===== src/rtl/ram8n_pkg.sv =====
// ram8n_pkg: geometry constants shared by the eight-word memory blocks
package ram8n_pkg;
    localparam int RAM8_DEPTH = 8;
    localparam int RAM8_AW = 3;
endpackage


===== src/rtl/ram8n_if.sv =====
// ram8n_if: write data, load strobe, shared address and read data of one memory port
interface ram8n_if
    import ram8n_pkg::*;
#(
    parameter int N = 16
);
    logic [N-1:0] in;
    logic load;
    logic [RAM8_AW-1:0] address;
    logic [N-1:0] out;
    modport master (output in, output load, output address, input out);
    modport slave (input in, input load, input address, output out);
endinterface


===== src/rtl/muxn.sv =====
// muxn: N-bit 2-to-1 multiplexer, b selected when sel is high
module muxn #(
    parameter int N = 16
) (
    input  logic [N-1:0] a,
    input  logic [N-1:0] b,
    input  logic         sel,
    output logic [N-1:0] y
);
    // plain select; the read tree is built from these
    always_comb y = sel ? b : a;
endmodule


===== src/rtl/registern.sv =====
// registern: N-bit word register with load enable; reset clears and overrides load
module registern #(
    parameter int N = 16
) (
    input  logic         clk,
    input  logic         rst,
    input  logic         load,
    input  logic [N-1:0] d,
    output logic [N-1:0] q
);
    // hold unless loaded; reset wins so a reset cycle never writes
    always_ff @(posedge clk)
        if (rst) q <= '0;
        else if (load) q <= d;
endmodule


===== src/rtl/ram8n.sv =====
// ram8n: eight-word register memory, one-hot write decode and combinational read tree
module ram8n
    import ram8n_pkg::*;
#(
    parameter int N = 16
) (
    input logic clk,
    input logic rst,
    ram8n_if.slave bus
);
    logic [RAM8_DEPTH-1:0] load_vec;
    logic [N-1:0] words [RAM8_DEPTH];
    logic [N-1:0] l0 [4];
    logic [N-1:0] l1 [2];
    logic [N-1:0] l2;
    for (genvar i = 0; i < RAM8_DEPTH; i++) begin : g_word
        assign load_vec[i] = bus.load & (bus.address == RAM8_AW'(i));
        registern #(.N(N)) u_reg (
            .clk (clk),
            .rst (rst),
            .load(load_vec[i]),
            .d   (bus.in),
            .q   (words[i])
        );
    end
    for (genvar i = 0; i < 4; i++) begin : g_l0
        muxn #(.N(N)) u_mux (
            .a  (words[2*i]),
            .b  (words[2*i+1]),
            .sel(bus.address[0]),
            .y  (l0[i])
        );
    end
    for (genvar i = 0; i < 2; i++) begin : g_l1
        muxn #(.N(N)) u_mux (
            .a  (l0[2*i]),
            .b  (l0[2*i+1]),
            .sel(bus.address[1]),
            .y  (l1[i])
        );
    end
    muxn #(.N(N)) u_l2 (
        .a  (l1[0]),
        .b  (l1[1]),
        .sel(bus.address[2]),
        .y  (l2)
    );
    assign bus.out = l2;
endmodule


===== src/flat_wrapper.sv =====
// flat-port wrapper written by rule: the top's interface ports become plain ports
module ram8n_flat import ram8n_pkg::*;
#(
    parameter int N = 16
)
  (clk, rst, bus_in, bus_load, bus_address, bus_out);
  ram8n_if #(.N(N)) bus_i ();
  input logic clk;
  input logic rst;
  input wire logic [$bits(bus_i.in)-1:0] bus_in;
  input wire logic [$bits(bus_i.load)-1:0] bus_load;
  input wire logic [$bits(bus_i.address)-1:0] bus_address;
  output wire logic [$bits(bus_i.out)-1:0] bus_out;
  assign bus_i.in = bus_in;
  assign bus_i.load = bus_load;
  assign bus_i.address = bus_address;
  assign bus_out = bus_i.out;
  ram8n #(.N(N)) u_core (.clk(clk), .rst(rst), .bus(bus_i));
endmodule

===== config.mk =====
export PLATFORM = sky130hd
export DESIGN_NAME = ram8n_flat
export DESIGN_NICKNAME = d
export VERILOG_FILES = /design/src/rtl/ram8n_pkg.sv /design/src/rtl/ram8n_if.sv /design/src/rtl/muxn.sv /design/src/rtl/registern.sv /design/src/rtl/ram8n.sv /design/src/flat_wrapper.sv
export SDC_FILE = /design/constraint.sdc
export NUM_CORES = 1
export LEC_CHECK = 0
export BUFFER_PORTS_ARGS = -buffer_cell sky130_fd_sc_hd__buf_4
export CORE_AREA = 2 2 131 82
export DETAILED_ROUTE_END_ITERATION = 16
export DIE_AREA = 0 0 133 84
export GPL_ROUTABILITY_DRIVEN = 1
export PLACE_DENSITY = 0.85
export SETUP_SLACK_MARGIN = 0.05
export SLEW_MARGIN = 5
export SYNTH_ARGS = -nofsm -noshare
export SYNTH_HDL_FRONTEND = slang
export SYNTH_HIERARCHICAL = 1
export SYNTH_SLANG_ARGS = --single-unit

===== constraint.sdc =====
create_clock -name clk -period 4.1 [get_ports clk]
set_input_delay 0.41 -clock clk [delete_from_list [all_inputs] [get_ports clk]]
set_output_delay 0.41 -clock clk [all_outputs]
set_load 0.005 [all_outputs]

# Word-level counts from Yosys, hierarchy flattened
# Cells that the tools add are included.
# word_totals
out_inout_bits	16
in_bits	22
regBits	128
word_cells	31
# classes
n_mux	7
eq_ne	7
bitwise	8
n_reduce_logical	1
# op_table
operator	n
$mux 16	7
$eq 3x3->1 const B	4
$and 1x1->1	8
$eq 3x2->1 const B	2
$eq 3x1->1 const B	1
$logic_not 3->1	1

# Depth between registers and ports, before layout
# depth
word_depth	3
ltp_mapped	5
ltp_nobuf	3

# Modules after synthesis
# The synthesis kept the hierarchy.
# by_module_without_submodules
module	instances	cells_per_inst	seq_area_each_um2	area_per_inst_um2
registern	8	52	320.3	580.6
muxn	7	18	0.0	249.0
ram8n	1	8	0.0	96.3

# Least setup slack after synthesis
# OpenSTA, ideal clock, no wires.
# synth_timing
path_type	input to output
from	input bus_address[0]
to	output bus_out[10]
path_buffers	2
cell_stages	5
setup_slack_ns	2.215
arrival_time_ns	1.475
path_cell_list	buf_6 buf_12 mux2_4 mux2_4 mux2_4
# synth_rtl
item	line	rtl
start: declaration	flat_wrapper.sv:12	input wire logic [$bits(bus_i.address)-1:0] bus_address;
end: declaration	flat_wrapper.sv:13	output wire logic [$bits(bus_i.out)-1:0] bus_out;

==> results list <==
* Relative max-transition margin: 22.7%
- Diodes inserted: 0
- Total global-route track usage: between 20% and 30%
- DRC violation count after routing: 0
- The run finished with clean final reports.
* Fillcell total: 666
* Number of synthesized flops with an enable pin: 0
* Fin cells: slightly above 700
- By count the netlist is led by sky130_fd_sc_hd__dfxtp_1, sky130_fd_sc_hd__mux2i_1, sky130_fd_sc_hd__nor2_1.
- Final RePlAce weighted congestion: between 0.7 and 0.8
- For this design the ratio of total power to cell area is roughly 440 nW/um2.
- Total Wirelength: about 14 mm
- Number of routed nets with antenna violations: 0
* Root buf cell: sky130_fd_sc_hd__clkbuf_16
- After Yosys synthesis, XOR and XNOR cells account for 0% of the synthesized area.
- The die covers about 11,000 um2.
- A synthesized cell averages between 10 and 15 um2.
- Share of the synthesized area in the top cell type: between 30% and 40%
* Initial antenna violation count: 0
- Leading area contributor after synthesis: sky130_fd_sc_hd__dfxtp_1
- In this run, placement finished with an instance count of approximately 680.
- Multiplexer share of the synthesized area: 43.3%
* Number of synthesized register bits: between 100 and 150
* Die X: approximately 130 um
- Iteration count of the initial detailed-routing pass: 5
- The cell that appears most often on the critical path is sky130_fd_sc_hd__mux2_2.
- Worst-path cell chain: buf_4 > mux2_2 > mux2_2 > mux2_2 > buf_4
- For this design the static power due to leakage is approximately 0.0028 uW.
- Number of different library cells in the post-synthesis netlist: 13
- Compound-gate portion of the synthesized area: 0%
* Main combinational cell family by area after synthesis: multiplexers
* Post-Route Utilization: 69.6%
- On the final layout, the worst clock skew is 0 ns.
* Setup TNS: 0 ns
- After detailed routing, the average wire length per cell comes to roughly 20 um.
* Area overhead of the layout relative to synthesis: 8.72%
- Number of flip-flops in the largest register: 128
* Register with the most flip-flops: u_core/g_word.u_reg/q
* Count of nets after finishing: between 500 and 600
- Along the worst path, the maximum fanout reaches 72.
- Area occupied by multi-input gates: approximately 3400 um2
* Setup repair after global routing missed its margin: false
* Largest registers ranked by flip-flop count: u_core/g_word.u_reg/q x128
- For this run, the slowest stage of the critical path takes 0.82 ns.
- DRT iter0 DRCs: ~260
* Post-detailed-route via-to-cell ratio: around 5.7
* Cell Rows: 29
* Remaining global-route overflow: 0
* Transition at the pin with the smallest max-transition slack: 1.16 ns
* Arr. time, crit path: 2.41 ns
- The initial utilization of the core area, before any placement, comes to roughly 64%.
- For this block, the via count after detailed routing is about 4k.
- Post-CTS resize count: 0
* Clock net sink count: 128
- Buffers inserted by post-CTS timing repair: 0
* Post-synthesis adder-cell area fraction: 0%
* Count of mapped cells out of synthesis: 550
- Clock tree from TritonCTS: built
- Cell with the largest stage delay on the worst path: sky130_fd_sc_hd__buf_4
- In this run the number of H-tree levels came out at 4.
* Overall die height: between 80 and 90 um
- Ports placed on the boundary: 38
- Synthesized-area fraction occupied by and/or/nand/nor cells: a little under 9%
* Highest clock rate: between 0.3 and 0.4 GHz
- In this run, CTS created clock tree buffers numbering 17.
* Worst path setup slack after routing: between 1 and 1.5 ns
- The number of slew-limit violations in the final report was 0.
* Startpoint Class: input port
* Clock latency reported for the late side of the worst-skew pair: 0.41 ns
- Setup crit end kind: output pin
- Worst slack after detailed placement: ~1.3 ns
* Proportion of synthesized chip area in sequential cells: approximately 40%
- Counting along the longest clock path gives a buffer depth of 2.
- In the final layout, the share of cells above drive strength 1 is between 30% and 40%.
* Data required time of the critical path: between 3 and 4 ns
- Synth area leaders: sky130_fd_sc_hd__dfxtp_1, sky130_fd_sc_hd__mux2i_1, sky130_fd_sc_hd__mux2_4
- The tool flagged a number of max-cap violations equal to 0.
* Global-route wire length before repair: ~22 mm
* YS warnings: 6
- In the synthesized netlist the async set-or-reset flop fraction comes to 0%.
* Hold violation count in the final report: 0
- Across the VDD grid, the largest voltage drop is roughly 0.3 mV.
- The worst setup path is of the in -> out kind.
- Total power for the finished layout comes to about 3100 uW.
* Post-detailed-placement half-perimeter wirelength: around 8 mm
- Maximum number of pins on one net before global-route repair: roughly 100
* Core area: roughly 10,000 um2
- Of the available clock period, the critical path in the final layout requires between 60% and 70%.
- Registers take ~2600 um2.
- Vias in the first global route: about 4.3k
- Cell Area, Synth: 6480 um2
* Buffers on Ports: 37
- When the netlist entered floorplanning its net count stood at between 500 and 600.
* Primary flip-flop cell chosen by synthesis mapping: sky130_fd_sc_hd__dfxtp_1
- Type of the most critical hold path: in -> reg
- Final setup violation count: 0
* Hold buffers post-CTS: 0
* Shortest clock period the worst path allows after layout: roughly 2.8 ns
* CTS clock-pin slew for the worst setup and hold paths: 0.06 ns
==> layout make-up <==
class | instances | share of cell area [%]
clock buffer | 19 | 6.28
tap | 139 | 2.47
clock inverter | 13 | 2.64
multi-input combinational | 376 | 48.1
sequential | 128 | 36.4
timing repair buffer | 39 | 4.15
==> critical path, delay by kind of cell <==
family	cells	cell delay [ns]
buf+inv	2	0.96
mux	3	0.96
==> path summary, 6_finish.rpt <==
| kind | startpoint | end | slack (ns) | cells after the start |
|---|---|---|---|---|
| hold / removal | bus_in[2] | u_core/g_word[7].u_reg/q[2]$_SDFFE_PP0P_ | 0.30 | 3 |
| hold reg to reg | u_core/g_word[3].u_reg/q[1]$_SDFFE_PP0P_ | u_core/g_word[3].u_reg/q[1]$_SDFFE_PP0P_ | 0.49 | 2 |
| setup / recovery | bus_address[0] | bus_out[0] | 1.28 | 5 |
| setup reg to reg | u_core/g_word[6].u_reg/q[8]$_SDFFE_PP0P_ | u_core/g_word[6].u_reg/q[8]$_SDFFE_PP0P_ | 3.35 | 2 |
==> cell families after synthesis <==
kind of cell | after synthesis
buffers and inverters | 46
AND/OR/NAND/NOR | 136
multiplexers | 240
flip-flops | 128
==> placed cells by master, fill, tap and decap left out <==
cell type and instances:
sky130_fd_sc_hd__mux2_4 70, sky130_fd_sc_hd__mux2_2 42, sky130_fd_sc_hd__and4bb_2 3, sky130_fd_sc_hd__inv_6 1
sky130_fd_sc_hd__nor2_1 128, sky130_fd_sc_hd__and4_2 1, sky130_fd_sc_hd__dfxtp_1 128, sky130_fd_sc_hd__clkinvlp_4 4
sky130_fd_sc_hd__nor4b_4 1, sky130_fd_sc_hd__bufinv_16 4, sky130_fd_sc_hd__clkbuf_16 17, sky130_fd_sc_hd__mux2i_1 128
sky130_fd_sc_hd__clkinv_2 2, sky130_fd_sc_hd__clkbuf_1 1, sky130_fd_sc_hd__clkinv_4 2, sky130_fd_sc_hd__clkbuf_8 1
sky130_fd_sc_hd__buf_4 39, sky130_fd_sc_hd__and4b_2 3
==> through the flow <==
| stage | area [um2] | hold WS (ns) |
|---|---|---|
| floorplan | 6480 | 0.454 |
| global placement | 6420 | 0.467 |
| detailed placement | 6420 | 0.480 |
| CTS | 7050 | 0.298 |
| global route | 7050 | 0.306 |
| finish | 7050 | 0.303 |
==> per-layer routing <==
metal  part of all wire [%]  track usage (%)  vias to the layer above
met3                    5.0             7.04                       24
met2                     48             42.3                      109
li1                       -                -                     1918
met4                    1.8             12.9                        0
met1                     45             32.7                     1991
met5                      0                0                        -
==> power breakdown <==
group | total [uW] | switching [uW] | internal, uW
registers | 1290 | 15.2 | 1270
clock network | 1590 | 559 | 1030
logic | 230 | 124 | 105
total | 3110 | 699 | 2410
(Power assumes the default switching activity.)
